$ cat config.mk
export PLATFORM = sky130hd
export DESIGN_NAME = secded_pipe_corrector
export DESIGN_NICKNAME = d
export VERILOG_FILES = /design/src/rtl/secded_pkg.sv /design/src/rtl/secded_syndrome.sv /design/src/rtl/secded_pipe_corrector.sv
export SDC_FILE = /design/constraint.sdc
export NUM_CORES = 1
export LEC_CHECK = 0
export BUFFER_PORTS_ARGS = -buffer_cell sky130_fd_sc_hd__buf_2
export CORE_UTILIZATION = 50
export CTS_CLUSTER_DIAMETER = 200
export DETAILED_ROUTE_END_ITERATION = 10
export GPL_TIMING_DRIVEN = 0
export PLACE_DENSITY = 0.72
export RECOVER_POWER = 50
export SYNTH_ARGS = -nofsm -noshare
export SYNTH_HDL_FRONTEND = slang
export SYNTH_SLANG_ARGS = --single-unit
$ cat constraint.sdc
create_clock -name Gclk -period 6.3 [get_ports Gclk]
set_clock_uncertainty 0.1 [all_clocks]
set_input_delay 1.26 -clock Gclk [delete_from_list [all_inputs] [get_ports Gclk]]
set_output_delay 1.26 -clock Gclk [all_outputs]
set_load 0.01 [all_outputs]
$ cat src/rtl/secded_pkg.sv
// secded_pkg: shared types and elaboration-time helpers for the pipelined
// SECDED corrector (extended Hamming code, data bits on the non-power-of-two
// codeword positions, parity bit i on position 2^i).
package secded_pkg;

  localparam int STATUS_W = 2;

  typedef enum logic [STATUS_W-1:0] {
    ST_OK        = 2'd0,
    ST_CORR_DATA = 2'd1,
    ST_CORR_CHK  = 2'd2,
    ST_UNCORR    = 2'd3
  } status_e;

  // Smallest p with 2^p >= data_w + p + 1.
  function automatic int calc_p(input int data_w);
    int p;
    p = 1;
    while ((1 << p) < data_w + p + 1) p++;
    return p;
  endfunction

  // Codeword position (1-based) of data bit idx: the idx-th non-power-of-two.
  function automatic int data_pos(input int idx, input int data_w);
    int seen;
    int result;
    seen   = 0;
    result = 0;
    for (int pos = 1; pos <= data_w + calc_p(data_w); pos++) begin
      if ((pos & (pos - 1)) != 0) begin
        if (seen == idx) result = pos;
        seen++;
      end
    end
    return result;
  endfunction

  // Data bits covered by Hamming parity bit bit_i (position has bit bit_i set).
  function automatic logic [63:0] parity_mask(input int bit_i, input int data_w);
    logic [63:0] m;
    m = '0;
    for (int k = 0; k < data_w; k++) begin
      if (((data_pos(k, data_w) >> bit_i) & 1) != 0) m[k] = 1'b1;
    end
    return m;
  endfunction

endpackage

$ cat src/rtl/secded_syndrome.sv
// secded_syndrome: combinational syndrome / overall-parity generator.
// With chk tied to zero the s output is the Hamming parity of the data, so
// the same block doubles as an encoder.
module secded_syndrome
  import secded_pkg::*;
#(
  parameter  int DATA_W = 32,
  localparam int P      = calc_p(DATA_W),
  localparam int CHK_W  = P + 1
) (
  input  logic [DATA_W-1:0] data,
  input  logic [CHK_W-1:0]  chk,
  output logic [P-1:0]      s,
  output logic              o
);

  genvar gi;
  generate
    for (gi = 0; gi < P; gi++) begin : g_par
      localparam logic [63:0] MASK = parity_mask(gi, DATA_W);
      // Recomputed parity over the covered data bits, folded with the received bit.
      assign s[gi] = (^(data & MASK[DATA_W-1:0])) ^ chk[gi];
    end
  endgenerate

  // Overall parity across every received bit; 1 means an odd number of flips.
  assign o = (^data) ^ (^chk);

endmodule

$ cat src/rtl/secded_pipe_corrector.sv
// secded_pipe_corrector: two-stage pipelined SECDED corrector with
// valid/ready flow control, per-beat status, error position and saturating
// error counters.
//   S1: registers the received word and its syndrome.
//   S2: registers the corrected word, status and error position.
// Optional build macro SECDED_ERR_INJECT_EN adds inj_en/inj_pos, which flip
// one codeword bit of an accepted beat ahead of the syndrome logic.
module secded_pipe_corrector
  import secded_pkg::*;
#(
  parameter  int DATA_W = 32,
  parameter  int CNT_W  = 16,
  localparam int P      = calc_p(DATA_W),
  localparam int CHK_W  = P + 1
) (
  input  logic                Gclk,
  input  logic                Grst,
  input  logic                in_valid,
  output logic                in_ready,
  input  logic [DATA_W-1:0]   in_data,
  input  logic [CHK_W-1:0]    in_chk,
  input  logic                chk_en,
  output logic                out_valid,
  input  logic                out_ready,
  output logic [DATA_W-1:0]   out_data,
  output logic [STATUS_W-1:0] out_status,
  output logic [P-1:0]        out_err_pos,
  output logic [CNT_W-1:0]    corr_cnt,
  output logic [CNT_W-1:0]    uncorr_cnt,
  input  logic                cnt_clr
`ifdef SECDED_ERR_INJECT_EN
  ,
  input  logic                inj_en,
  input  logic [P-1:0]        inj_pos
`endif
);

  localparam int          N   = DATA_W + P;
  localparam logic [P-1:0] N_V = P'(N);

  // Handshake / pipeline control
  logic rdy_en_reg;
  logic s1_valid_reg;
  logic s2_valid_reg;
  logic s2_load_ok;
  logic s1_adv;
  logic in_acc;
  logic out_xfer;

  // Stage 1 state
  logic [DATA_W-1:0] s1_data_reg;
  logic [P-1:0]      s1_s_reg;
  logic              s1_o_reg;
  logic              s1_chk_en_reg;

  // Stage 2 state
  logic [DATA_W-1:0] s2_data_reg;
  status_e           s2_status_reg;
  logic [P-1:0]      s2_pos_reg;

  // Counters
  logic [CNT_W-1:0] corr_cnt_reg;
  logic [CNT_W-1:0] uncorr_cnt_reg;

  // Datapath nets
  logic [DATA_W-1:0] data_cw;
  logic [CHK_W-1:0]  chk_cw;
  logic [P-1:0]      syn_s;
  logic              syn_o;
  logic [DATA_W-1:0] flip_mask;
  logic [DATA_W-1:0] corr_data;
  status_e           corr_status;
  logic [P-1:0]      corr_pos;
  logic              s_is_chk_pos;
  logic              out_counted_corr;
  logic              out_counted_uncorr;

  // S2 may load when empty or when its beat leaves this cycle; S1 drains into it.
  assign out_xfer   = s2_valid_reg & out_ready;
  assign s2_load_ok = ~s2_valid_reg | out_ready;
  assign s1_adv     = s1_valid_reg & s2_load_ok;
  assign in_ready   = rdy_en_reg & (~s1_valid_reg | s2_load_ok);
  assign in_acc     = in_valid & in_ready;

  genvar gi;
  generate
    for (gi = 0; gi < DATA_W; gi++) begin : g_data
      localparam logic [P-1:0] DPOS = P'(data_pos(gi, DATA_W));
      // Correction selects the data bit whose position equals the syndrome.
      assign flip_mask[gi] = (s1_s_reg == DPOS);
`ifdef SECDED_ERR_INJECT_EN
      assign data_cw[gi] = in_data[gi] ^ (inj_en & (inj_pos == DPOS));
`else
      assign data_cw[gi] = in_data[gi];
`endif
    end

    for (gi = 0; gi < P; gi++) begin : g_chk
`ifdef SECDED_ERR_INJECT_EN
      localparam logic [P-1:0] CPOS = P'(1 << gi);
      assign chk_cw[gi] = in_chk[gi] ^ (inj_en & (inj_pos == CPOS));
`else
      assign chk_cw[gi] = in_chk[gi];
`endif
    end
  endgenerate

  // The overall parity bit has no codeword position, so it is never injected.
  assign chk_cw[P] = in_chk[P];

  secded_syndrome #(
    .DATA_W (DATA_W)
  ) u_syndrome (
    .data (data_cw),
    .chk  (chk_cw),
    .s    (syn_s),
    .o    (syn_o)
  );

  // in_ready stays low through reset and rises on the first edge after release.
  always_ff @(posedge Gclk or posedge Grst) begin
    if (Grst) rdy_en_reg <= 1'b0;
    else      rdy_en_reg <= 1'b1;
  end

  // Stage 1: capture the accepted beat and its syndrome.
  always_ff @(posedge Gclk or posedge Grst) begin
    if (Grst) begin
      s1_valid_reg  <= 1'b0;
      s1_data_reg   <= '0;
      s1_s_reg      <= '0;
      s1_o_reg      <= 1'b0;
      s1_chk_en_reg <= 1'b0;
    end else begin
      if (in_acc) begin
        s1_valid_reg  <= 1'b1;
        s1_data_reg   <= data_cw;
        s1_s_reg      <= syn_s;
        s1_o_reg      <= syn_o;
        s1_chk_en_reg <= chk_en;
      end else if (s1_adv) begin
        s1_valid_reg  <= 1'b0;
      end
    end
  end

  // Syndrome 0 or a single set bit points at a check bit (or the overall bit).
  assign s_is_chk_pos = ((s1_s_reg & (s1_s_reg - P'(1))) == '0);

  // Classify the S1 beat and build the corrected word.
  always_comb begin
    corr_data   = s1_data_reg;
    corr_status = ST_OK;
    corr_pos    = '0;
    if (s1_chk_en_reg) begin
      if (!s1_o_reg) begin
        if (s1_s_reg != '0) corr_status = ST_UNCORR;
      end else if (s_is_chk_pos) begin
        corr_status = ST_CORR_CHK;
        corr_pos    = s1_s_reg;
      end else if (s1_s_reg > N_V) begin
        corr_status = ST_UNCORR;
      end else begin
        corr_data   = s1_data_reg ^ flip_mask;
        corr_status = ST_CORR_DATA;
        corr_pos    = s1_s_reg;
      end
    end
  end

  // Stage 2: hold the result until the downstream takes it.
  always_ff @(posedge Gclk or posedge Grst) begin
    if (Grst) begin
      s2_valid_reg  <= 1'b0;
      s2_data_reg   <= '0;
      s2_status_reg <= ST_OK;
      s2_pos_reg    <= '0;
    end else begin
      if (s1_adv) begin
        s2_valid_reg  <= 1'b1;
        s2_data_reg   <= corr_data;
        s2_status_reg <= corr_status;
        s2_pos_reg    <= corr_pos;
      end else if (out_xfer) begin
        s2_valid_reg  <= 1'b0;
      end
    end
  end

  assign out_valid   = s2_valid_reg;
  assign out_data    = s2_data_reg;
  assign out_status  = s2_status_reg;
  assign out_err_pos = s2_pos_reg;

  // Counting on the output transfer means a stalled beat is counted exactly once.
  assign out_counted_corr   = out_xfer &
                              ((s2_status_reg == ST_CORR_DATA) || (s2_status_reg == ST_CORR_CHK));
  assign out_counted_uncorr = out_xfer & (s2_status_reg == ST_UNCORR);

  // Corrected-beat counter: clear wins, saturates at all-ones.
  always_ff @(posedge Gclk or posedge Grst) begin
    if (Grst)                                       corr_cnt_reg <= '0;
    else if (cnt_clr)                               corr_cnt_reg <= '0;
    else if (out_counted_corr && corr_cnt_reg != '1) corr_cnt_reg <= corr_cnt_reg + 1'b1;
  end

  // Uncorrectable-beat counter: clear wins, saturates at all-ones.
  always_ff @(posedge Gclk or posedge Grst) begin
    if (Grst)                                            uncorr_cnt_reg <= '0;
    else if (cnt_clr)                                    uncorr_cnt_reg <= '0;
    else if (out_counted_uncorr && uncorr_cnt_reg != '1) uncorr_cnt_reg <= uncorr_cnt_reg + 1'b1;
  end

  assign corr_cnt   = corr_cnt_reg;
  assign uncorr_cnt = uncorr_cnt_reg;

endmodule

==> results.ini <==
[clocking]
cts_sinks=115
cts-buffers-inserted=17
cts_tree=yes
htreeDepth=4
post_cts_resized=0
clk_pin_slew_ps=50
cts_buffer_depth=2
cts.hold.buffers_added=0
cts_root_buf=clkbuf_16
cts_setup_buffers=0
clock_latency_ps=410

[synth]
syn_inst=578
syn_area_per_cell_um2=10.57
synth_seq_area_share_pct=47.12
ys_seq_elements=115
ys_types=45
syn_nets=626
synth_ff_type=dfrtp_1
synthArstFlopShare_pct=100.0
synth_edf_count=0
mappedNetlistArea_mm2=0.006107
ys_warn_count=0

[power]
power_mw=2.642
max-vdd-ir-drop_v=0.0002585
cellLeakagePower_nw=3.346
power.density_mw_per_mm2=353.1

[route]
first_pass_iters=5
vias=4720
drc=0
routed_wl_um=14550
wl_per_cell_um=16.68
via_per_inst=5.413
drtAntennaViolNets=0
drt-initial-drc-count=467

[sta]
rsz0062_at_grt=false
period_share_pct=51.66
relSlewSlack_pct=-39.18
finalSetupViolCount=0
slew_viol_final=45
finalCriticalPeriod_ps=3254
setup_tns_ps=0
maxClockFrequency_ghz=0.3073
tightest_slew_ps=2076
hold_viol_final=0

[global_route]
grt_pass1_vias=4738
grt_max_degree=72
grtUsageTotal_pct=24.53
grt_pass1_wl_um=23680
antenna_found_initial=0
grt_overflow=0

[flow_run]
drv_cap=1

[finish]
syn_to_final_growth_pct=22.52
layout-drive-gt1-share_pct=22.91
layout_commonest_cell=dfrtp_1
final_nets=764
mostFrequentLayoutCells=115 x dfrtp_1, 93 x buf_2, 75 x xnor2_1
diodes=0

[die]
start_util_pct=52.37
fp.dieH_um=112.5
chipWidth_um=112.5
dieArea_mm2=0.01266
core_area_mm2=0.01166
row_count=39
io_pins=119

[worst_setup_path]
start_kind=input port
worstPathRequired_ps=4940
crit_fanout=4
criticalPathCategory=input port to primary output
cp-end-kind=primary output
cp.arrival_ps=1890

[run_status]
violations=max-capacitance violations, max-slew violations
status=complete, but fails checks

[placement]
routabilityCongestion=0.9052
portBuffers=118
hpwlAfterDp_um=10830

[worst_hold_path]
worstHoldPathType=flop to flop

## cells in the mapped netlist (4+ instances only)
cell type  instances  share of area [%]
or4_1              4               0.49
a21oi_1            5               0.41
mux2_2            34                6.3
a211oi_1           6               0.74
nand2b_1           8               0.82
dfrtp_1          115                 47
a22o_1             6               0.86
o21ai_0           40                3.3
xnor2_1           75                 11
clkbuf_1          23                1.4
nand3_1           14                1.1
o211ai_1           4               0.49
and3_1             8               0.82
nand2_1           74                4.5
xor2_1            32                4.6
nor3_1             9               0.74
nor2_1            48                3.0
nand4_1           12                1.2
xnor3_1           10                3.7
nor4_1             5               0.51
## per-stage QoR
| stage | std cells | hold WS (ps) | utilization, % | instance area [um2] | setup slack, ps |
|---|---|---|---|---|---|
| after detailed placement | 840 | 367.1 | 59.22 | 6907 | 3024 |
| after global routing | 872 | 409.4 | 64.16 | 7482 | 3009 |
| after floorplan | 578 | 379.8 | - | 6107 | 1896 |
| after CTS | 872 | 378.9 | 64.47 | 7518 | 3032 |
| final | 872 | 373.0 | 64.16 | 7482 | 3046 |
| after global placement | 839 | 358.9 | 58.96 | 6877 | 680.1 |
## cell type report
class                      count  area, um2
timing repair buffer         119      583.1
fill                         962       4180
tap                          143      178.9
buffer                        26      101.3
clock inverter                13      158.9
sequential                   115       2878
clock buffer                  19      452.9
multi-input combinational    434       3117
inverter                       3      12.51
## power breakdown
group	switching [mW]	leakage, nW	total (mW)	internal [mW]
registers	0.0895	1.46	0.963	0.873
logic	0.387	1.59	0.700	0.313
clock network	0.339	0.295	0.979	0.640
## critical path, stage by stage
cell and delay, ps:
clkbuf_1 90, nand3b_1 190, and2_1 210, buf_2 140
## logic make-up (layout without fill, tap and decap cells)
group / Yosys count / after routing / synth area share [%]
AO/OA/AOI/OAI: 69 / 69 / 6.843
XOR/XNOR: 122 / 122 / 21.04
adder cells (fa/ha/maj): 3 / 3 / 0.6147
buffers and inverters: 29 / 180 / 1.844
flip-flops: 115 / 115 / 47.12
multiplexers: 36 / 36 / 6.597
other: 1 / 1 / 0.06140
AND/OR/NAND/NOR: 203 / 203 / 15.88
## metal layers
| layer | global-route usage [%] | wire, um | vias to the layer above |
|---|---|---|---|
| li1 | - | - | 2251 |
| met1 | 31.22 | 6302 | 2304 |
| met2 | 41.86 | 7255 | 150 |
| met3 | 5.724 | 817 | 15 |
| met4 | 7.200 | 172 | 0 |
| met5 | 0 | 0 | - |
## path summary, 6_finish.rpt
check	cells past startpoint	slack, ps	end	from
worst max-delay path	4	3050	in_ready	out_ready
worst min-delay path	2	370	out_data[27]	out_data[27]
worst max register to register	7	3960	uncorr_cnt[0]	uncorr_cnt[0]
max in group asynchronous	3	3770	s1_data_reg[31]	Grst
min in group asynchronous	2	1290	uncorr_cnt[14]	Grst
worst min register to register	2	370	out_data[27]	out_data[27]
Power figures use the tool's default switching activity.
